===== config.mk =====
export PLATFORM = sky130hd
export DESIGN_NAME = fetch_unit_nway
export DESIGN_NICKNAME = d
export VERILOG_FILES = /design/src/rtl/fetch_unit_nway.sv
export SDC_FILE = /design/constraint.sdc
export NUM_CORES = 2
export LEC_CHECK = 0
export CAP_MARGIN = 20
export CORE_MARGIN = 2
export CORE_UTILIZATION = 40
export CTS_BUF_LIST = sky130_fd_sc_hd__clkbuf_8
export CTS_CLUSTER_DIAMETER = 120
export DETAILED_ROUTE_END_ITERATION = 8
export SYNTH_ARGS = -nofsm -noshare
export SYNTH_HDL_FRONTEND = slang
export SYNTH_SLANG_ARGS = --single-unit

===== constraint.sdc =====
create_clock -name clock -period 33.7 [get_ports clock]
set_input_delay 6.74 -clock clock [delete_from_list [all_inputs] [get_ports clock]]
set_output_delay 6.74 -clock clock [all_outputs]
set_load 0.03 [all_outputs]

===== src/rtl/fetch_unit_nway.sv =====
// rtl/fetch_unit_nway.sv - WAY-wide fetch stage: I-cache handshake, predecode, branch lookup, circular fetch queue (optional FETCH_PERF_EN counters)
module fetch_unit_nway #(
  parameter int          WAY      = 3,
  parameter int          FQ_DEPTH = 8,
  parameter logic [31:0] RESET_PC = 32'h0
) (
  input  logic                            clock,
  input  logic                            reset,
  input  logic                            flush,
  input  logic [31:0]                     flush_pc,
  output logic                            pred_lookup_valid,
  output logic [31:0]                     pred_lookup_pc,
  input  logic                            pred_taken,
  input  logic [31:0]                     pred_target,
  output logic                            ic_req_valid,
  input  logic                            ic_req_ready,
  output logic [31:0]                     ic_req_pc,
  input  logic                            ic_rsp_valid,
  input  logic [32*WAY-1:0]               ic_rsp_data,
  input  logic [$clog2(WAY+1)-1:0]        deq_count,
  output logic [WAY-1:0]                  out_valid,
  output logic [32*WAY-1:0]               out_pc,
  output logic [32*WAY-1:0]               out_inst,
  output logic [WAY-1:0]                  out_taken,
  output logic [32*WAY-1:0]               out_target,
  output logic [$clog2(FQ_DEPTH+1)-1:0]   fq_count
`ifdef FETCH_PERF_EN
  ,
  output logic [31:0]                     perf_groups,
  output logic [31:0]                     perf_flush_drops,
  output logic [31:0]                     perf_fq_full_cycles
`endif
);

  localparam int CW = $clog2(WAY + 1);
  localparam int QW = $clog2(FQ_DEPTH + 1);
  localparam int PW = $clog2(FQ_DEPTH);

  typedef enum logic [1:0] {IDLE, WAIT, DROP} state_t;

  state_t state, state_next;
  logic [31:0] pc, pc_next;

  // Queue storage; entries beyond the occupancy are never observed, so no reset.
  logic [31:0]         q_pc     [FQ_DEPTH];
  logic [31:0]         q_inst   [FQ_DEPTH];
  logic [31:0]         q_target [FQ_DEPTH];
  logic [FQ_DEPTH-1:0] q_taken;
  logic [PW-1:0]       head, tail;
  logic [QW-1:0]       count;

  logic [QW-1:0] free_slots;
  logic          rsp_take;
  logic [WAY-1:0] is_cti;
  logic          found;
  logic [CW-1:0] br_idx;
  logic [CW-1:0] grp_len;
  logic [CW-1:0] enq_count;
  logic          take_branch;

  assign free_slots  = QW'(FQ_DEPTH) - count;
  // A response is only useful in WAIT; a same-cycle flush discards it.
  assign rsp_take    = (state == WAIT) && ic_rsp_valid && !flush;
  assign take_branch = found && pred_taken;
  assign enq_count   = rsp_take ? grp_len : '0;
  assign ic_req_pc   = pc;
  assign fq_count    = count;

  assign pred_lookup_valid = rsp_take && found;
  assign pred_lookup_pc    = pc + (32'(br_idx) << 2);

  // Predecode every slot for conditional branches, JAL and JALR.
  always_comb begin
    is_cti = '0;
    for (int i = 0; i < WAY; i++) begin
      case (ic_rsp_data[32*i +: 7])
        7'b1100011: is_cti[i] = (ic_rsp_data[32*i+12 +: 3] != 3'b010) &&
                                (ic_rsp_data[32*i+12 +: 3] != 3'b011);
        7'b1101111: is_cti[i] = 1'b1;
        7'b1100111: is_cti[i] = (ic_rsp_data[32*i+12 +: 3] == 3'b000);
        default:    is_cti[i] = 1'b0;
      endcase
    end
  end

  // Locate the lowest control-flow slot; the group is truncated right after it.
  always_comb begin
    found  = 1'b0;
    br_idx = '0;
    for (int i = WAY - 1; i >= 0; i--) begin
      if (is_cti[i]) begin
        found  = 1'b1;
        br_idx = CW'(i);
      end
    end
    grp_len = found ? (br_idx + CW'(1)) : CW'(WAY);
  end

  // Next-state, request strobe and next PC; flush overrides everything.
  always_comb begin
    state_next   = state;
    pc_next      = pc;
    ic_req_valid = 1'b0;
    case (state)
      IDLE: begin
        ic_req_valid = !reset && !flush && (free_slots >= QW'(WAY));
        if (ic_req_valid && ic_req_ready) begin
          state_next = WAIT;
        end
      end
      WAIT: begin
        if (flush) begin
          state_next = ic_rsp_valid ? IDLE : DROP;
        end else if (ic_rsp_valid) begin
          state_next = IDLE;
          pc_next    = take_branch ? pred_target : pc + (32'(grp_len) << 2);
        end
      end
      DROP: begin
        // A response arriving together with another flush still retires the
        // outstanding request, otherwise DROP would wait forever.
        if (ic_rsp_valid) begin
          state_next = IDLE;
        end
      end
      default: state_next = IDLE;
    endcase
    if (flush) begin
      pc_next = flush_pc;
    end
  end

  // State and PC registers.
  always_ff @(posedge clock) begin
    if (reset) begin
      state <= IDLE;
      pc    <= RESET_PC;
    end else begin
      state <= state_next;
      pc    <= pc_next;
    end
  end

  // Queue pointers and occupancy; enqueue and dequeue may coincide.
  always_ff @(posedge clock) begin
    if (reset || flush) begin
      head  <= '0;
      tail  <= '0;
      count <= '0;
    end else begin
      head  <= head + PW'(deq_count);
      tail  <= tail + PW'(enq_count);
      count <= count + QW'(enq_count) - QW'(deq_count);
    end
  end

  // Write the accepted slots of a response group at the tail.
  always_ff @(posedge clock) begin
    if (rsp_take) begin
      for (int i = 0; i < WAY; i++) begin
        if (CW'(i) < grp_len) begin
          q_pc[tail + PW'(i)]     <= pc + 32'(4 * i);
          q_inst[tail + PW'(i)]   <= ic_rsp_data[32*i +: 32];
          q_taken[tail + PW'(i)]  <= take_branch && (CW'(i) == br_idx);
          q_target[tail + PW'(i)] <= (take_branch && (CW'(i) == br_idx)) ? pred_target : 32'h0;
        end
      end
    end
  end

  // Present the oldest WAY entries, head-relative.
  always_comb begin
    for (int i = 0; i < WAY; i++) begin
      out_valid[i]          = QW'(i) < count;
      out_pc[32*i +: 32]     = q_pc[head + PW'(i)];
      out_inst[32*i +: 32]   = q_inst[head + PW'(i)];
      out_taken[i]          = q_taken[head + PW'(i)];
      out_target[32*i +: 32] = q_target[head + PW'(i)];
    end
  end

`ifdef FETCH_PERF_EN
  logic rsp_drop;
  assign rsp_drop = ic_rsp_valid && ((state == DROP) || ((state == WAIT) && flush));

  // Event counters: enqueued groups, discarded responses, queue-full stalls.
  always_ff @(posedge clock) begin
    if (reset) begin
      perf_groups         <= '0;
      perf_flush_drops    <= '0;
      perf_fq_full_cycles <= '0;
    end else begin
      if (rsp_take) perf_groups <= perf_groups + 32'd1;
      if (rsp_drop) perf_flush_drops <= perf_flush_drops + 32'd1;
      if ((state == IDLE) && (free_slots < QW'(WAY))) perf_fq_full_cycles <= perf_fq_full_cycles + 32'd1;
    end
  end
`endif

endmodule


### Yosys cells after proc, flatten, opt, wreduce, memory -nomap -nowiden

Memory sizes are Yosys's and may differ from the RTL's. A register that Yosys moved wholly into a read port is not among the register bits.
Cells that the tools add are included.

| operators by class | value |
|---|---|
| add/sub/neg operators | 14 |
| order comparisons | 16 |
| eq/ne operators | 20 |
| multiplexer cells | 56 |
| reduce and logical (&&, ||, !) cells | 27 |

Operator list:

| kind | count |
|---|---|
| 2-to-1 mux 32 bit | 7 |
| adder 32 x 4 -> 32 bit | 2 |
| == test 7 bit (second input constant) | 9 |
| 2-to-1 mux 8 bit | 5 |
| adder 32 x 3 -> 32 bit (second input constant) | 1 |
| adder 32 x 4 -> 32 bit (second input constant) | 1 |
| bitwise mux 8 bit | 3 |
| less-than comparator 3 x 4 -> 1 bit (second input constant) | 6 |
| 2-to-1 mux 1 bit | 19 |
| 2-to-1 mux 2 bit | 9 |
| inequality test 3 x 2 -> 1 bit (second input constant) | 6 |
| logical AND 1 bit | 16 |
| binary-select mux 1 bit (select 3 bit) | 3 |
| demux 1 bit (select 3 bit) | 3 |
| greater-or-equal comparator 3 x 1 -> 1 bit (second input constant) | 3 |
| zero test 3 bit | 3 |
| 2-to-1 mux 3 bit | 3 |
| case mux 1 bit (3 select lines) | 3 |
| less-than comparator 1 x 4 -> 1 bit (first input constant) | 2 |
| adder 3 x 1 -> 3 bit (second input constant) | 2 |
| adder 3 x 2 -> 3 bit | 2 |
| adder 3 x 2 -> 3 bit (second input constant) | 2 |
| case mux 2 bit (3 select lines) | 1 |
| adder 4 x 2 -> 4 bit | 1 |
| other kinds (17) | 21 |

| word-level totals | value |
|---|---|
| register bits | 52 |
| memory bits (writable) | 768 |
| input port bits | 168 |
| output and inout port bits | 364 |
| word-level logic and storage cells | 142 |
| memories kept | 3 |

Memory list:

| name | depth | bits a word | read ports | clocked after memory_dff | write ports | RTL line | source |
|---|---|---|---|---|---|---|---|
| q_inst | 8 | 32 | 3 | 1 | 3 | 46 | `logic [31:0] q_inst [FQ_DEPTH];` |
| q_pc | 8 | 32 | 3 | 1 | 3 | 45 | `logic [31:0] q_pc [FQ_DEPTH];` |
| q_target | 8 | 32 | 3 | 1 | 3 | 47 | `logic [31:0] q_target [FQ_DEPTH];` |

### Longest topological paths before layout

| depth | value |
|---|---|
| depth in word-level cells | 16 |
| depth in mapped cells | 16 |
| gate-level depth less buffers | 13 |

### Worst setup path before layout

Ideal clock, no wire load.

| path | value |
|---|---|
| path kind | input to output |
| from | input ic_rsp_data[33] |
| to | output pred_lookup_pc[28] |
| arrival time | 9.561 ns |
| data required time | 26.960 ns |
| path slack | 17.399 ns |
| stages | 13 |
| path buffers | 2 |
| path through | clkbuf_1 -> nand2_1 -> nor4_2 -> nand2_2 -> buf_2 -> nor2_1 -> ha_1 -> fa_1 -> nand2_1 -> nor2_1 -> nand2_1 -> nor2_1 -> xor2_1 |

| on the way | value |
|---|---|
| cells in the longest elaborated chain, start to end | 5 |
| elaborated cells between the ends (all ways) | 7 |
| classes of those cells | 1 x add/sub; 3 x eq/ne; 3 x mux |

RTL lines:

| what | RTL line | source |
|---|---|---|
| from (decl) | 19 | `input logic [32*WAY-1:0] ic_rsp_data,` |
| == test 7 bit | 76 | `case (ic_rsp_data[32*i +: 7])` |
| case mux 1 bit (3 select lines) (*) | 76 |  |
| 2-to-1 mux 2 bit (*) (2 in a row) | 91 | `if (is_cti[i]) begin` |
| adder 32 x 4 -> 32 bit (*) | 70 | `assign pred_lookup_pc = pc + (32'(br_idx) << 2);` |
| to (decl) | 12 | `output logic [31:0] pred_lookup_pc,` |

Every way passes the cells marked *; elsewhere a longest branch is shown, timed or not.

### Worst setup path after layout

| path | value |
|---|---|
| from | input ic_rsp_data[34] |
| to | output pred_lookup_pc[28] |

Same word-level chain as after synthesis.

==> results.json <==
{
  "synth.area.top_cells": "edfxtp_1 44%, mux4_2 12%, nand2_1 6.6%, mux2_2 6.2%, nor2b_1 3.1%",
  "grt_first_pass_wirelength_um": 310700,
  "dieArea_um2": 135900,
  "yosysMostFrequentCell": "nand2_1",
  "n_fill_cell": 11910,
  "finalHoldViolations": 0,
  "synth_largest_area_cell": "edfxtp_1",
  "place.gp.congestion": 0.9494,
  "grt_pass1_vias": 42890,
  "r2r_slack_ps": 27920,
  "ios": 532,
  "cts_tree": "built",
  "path_buf_inv": 2,
  "fin_tns_setup_ps": 0,
  "final_cells": 7140,
  "ys_async_sr_fraction_pct": 0,
  "die_x_um": 368.6,
  "clockBufferDepth": 3,
  "synth_area_um2": 53170,
  "drtPass1Iterations": 8,
  "drtIter0Drc": 5755,
  "wire_per_inst_um": 30.83,
  "drc": 0,
  "clkTransAtPathRegs_ps": 60,
  "core-area_um2": 131600,
  "ys_types": 79,
  "period_share_pct": 55.04,
  "cp-start-kind": "primary input",
  "syn_inst": 4967,
  "post-cts-setup-buffers": 0,
  "cp.arrival_ps": 11810,
  "synth.avg_cell_area_um2": 10.71,
  "finish.utilization_pct": 47.70,
  "layout-drive-gt1-share_pct": 18.26,
  "slew_violations": 0,
  "clock.fmax_mhz": 53.91,
  "grt_overflow": 0,
  "h-tree-depth": 4,
  "power_density_nw_per_um2": 39.01,
  "outcome": "complete, no violations",
  "hold_class": "flop to flop",
  "fp-row-count": 133,
  "synth-seq-cells": 820,
  "worstReg2RegStart": "state[0]$_SDFFE_PP0P_",
  "finalClockSkew_ps": 32.86,
  "crit_end": "pred_lookup_pc[28]",
  "multi_input_area_um2": 27110,
  "reg2reg_depth": 13,
  "finalSetupViolCount": 0,
  "required_ps": 26960,
  "critPathCaptureType": "output pin",
  "synth_edf_count": 776,
  "synth_flop_cell": "edfxtp_1",
  "critical_path.cell_chain": "clkdlybuf4s50_1 -> o21ai_0 -> a21oi_1 -> o22ai_2 -> nor2_1 -> fa_1 -> nand2_1 -> nor2_1 -> nand2_1 -> nor2_1 -> xor2_1 -> clkdlybuf4s50_1",
  "synth_common_cells": "942 x nand2_1, 776 x edfxtp_1, 361 x nor2_1",
  "io_buffers": 531,
  "dp_hpwl_um": 137800,
  "slowest_delay_ps": 830,
  "yosysTopAreaCellShare_pct": 43.82,
  "drtAntennaViolNets": 0,
  "die_h_um": 368.6,
  "cap_violations": 0,
  "fin_crit_ps": 18550,
  "fin_nets": 5450,
  "routed-wl-met3_um": 23780,
  "worst_pin_slew_ps": 1329,
  "cpMaxStageDelayCell": "a21oi_1",
  "cts.repair.resized": 0,
  "insertion_delay_ps": 860,
  "crit_family": "buffers and inverters",
  "cts-root-buf": "clkbuf_8",
  "ir_worst_vdd_v": 0.00003211,
  "rsz0062_at_grt": "no",
  "ys_seq_area_share_pct": 45.48,
  "vias_per_cell": 6.270,
  "wl_met1_um": 84960,
  "top_layer_used": "met5",
  "critPathKind": "primary input to output pin",
  "grt_antenna_before_repair": 17,
  "cp_max_fo": 12,
  "cts_sinks": 820,
  "grt_max_degree": 191,
  "slew_headroom_pct": 11.21,
  "post-place-cells": 6860,
  "vias": 44770,
  "syn_nets": 5156,
  "drt_wl_total_um": 220100,
  "worstSetupPathDepth": 12,
  "cts_hold_buf": 0,
  "timing.hold.ws_ps": 520.3,
  "crit_path_start": "ic_rsp_data[34]",
  "area_growth_pct": 18.09,
  "r2r_end": "q_inst[7][7]$_DFFE_PP_",
  "start_util_pct": 40.40,
  "wl_met2_um": 97840,
  "cts_buffers": 148,
  "ff_latch_area_um2": 24190,
  "cellLeakagePower_nw": 21.14,
  "yosysWarnings": 0,
  "grtUsageTotal_pct": 31.56,
  "path_common_cell": "nor2_1"
}
worst min path at each step:
stage | startpoint | endpoint | slack [ps] | cells after the start
2_1_floorplan | state[1]$_SDFFE_PP0P_ | state[0]$_SDFFE_PP0P_ | 470 | 1
3_5_place_dp | state[1]$_SDFFE_PP0P_ | state[0]$_SDFFE_PP0P_ | 510 | 1
5_1_grt | state[1]$_SDFFE_PP0P_ | state[0]$_SDFFE_PP0P_ | 580 | 1
6_report | state[1]$_SDFFE_PP0P_ | state[0]$_SDFFE_PP0P_ | 520 | 1
4_1_cts | state[1]$_SDFFE_PP0P_ | state[0]$_SDFFE_PP0P_ | 510 | 1
3_3_place_gp | state[1]$_SDFFE_PP0P_ | state[0]$_SDFFE_PP0P_ | 500 | 1
registers in the layout, indices dropped and copies added, names as in the netlist:
signal,flops
head,3
q_taken,8
tail,3
ic_req_pc,32
state,2
q_inst,256
fq_count,4
q_target,256
q_pc,256
per-stage QoR:
stage / instance area, um2 / worst slack (ps) / power (mW)
CTS: 62660 / 14920 / 2.458
floorplan: 53170 / 17400 / 1.402
global route: 62780 / 14930 / 2.524
detailed placement: 59970 / 14940 / 1.567
global placement: 59930 / 15040 / 1.565
finish: 62790 / 15150 / 2.449
worst reg2reg max path: cells and delay by family, from the launching register on:
kind / cells / cell delay (ps)
buffers and inverters: 8 / 3640
AOI/OAI and AO/OA: 2 / 310
DFF: 1 / 400
and+or+nand+nor: 3 / 970
layout by cell type, fill, tap and decap left out, drive strengths merged, types with 14 or more instances in the layout:
master	n
a211oi	20
a21oi	211
a221o	17
a22oi	208
a31oi	62
and2	14
buf	138
clkbuf	151
clkdlybuf4s50	529
clkinv	57
dfxtp	44
diode	14
edfxtp	776
ha	15
inv	74
mux2	292
mux2i	107
mux4	291
nand2	943
nand3	64
nand4	25
nor2	361
nor2b	264
nor3	34
o21ai	248
o221ai	42
o32ai	30
xnor2	114
xor2	91
power breakdown:
part	internal [mW]	leakage (nW)	switching, mW
Clock	0.443	1.52	0.455
Combinational	0.174	11.7	0.253
Sequential	1.11	7.89	0.00959
Total	1.73	21.1	0.718
metal layers:
layer  track usage (%)  up-vias
met1             41.33    22170
met2             47.59     2965
met4             17.88       12
met5                 0        -
li1                  -    18920
met3             8.030      705
cells by family after synthesis:
kind of cell	count (synthesis)	synth area share, %
fa+ha+maj	21	0.5789
buf+inv	550	4.243
flops	820	45.48
compound gates	920	11.31
xor+xnor	205	3.391
simple gates	1761	14.48
mux	690	20.52
final cells by class:
type	count	share of cell area, %
multi-input combinational	3597	43.18
sequential	820	38.53
timing repair buffer	668	10.29
tap	1755	3.497
clock buffer	150	3.288
clock inverter	110	0.9983
inverter	26	0.1674
antenna	14	0.05579
No activity file was read; power rests on OpenSTA's default activity.
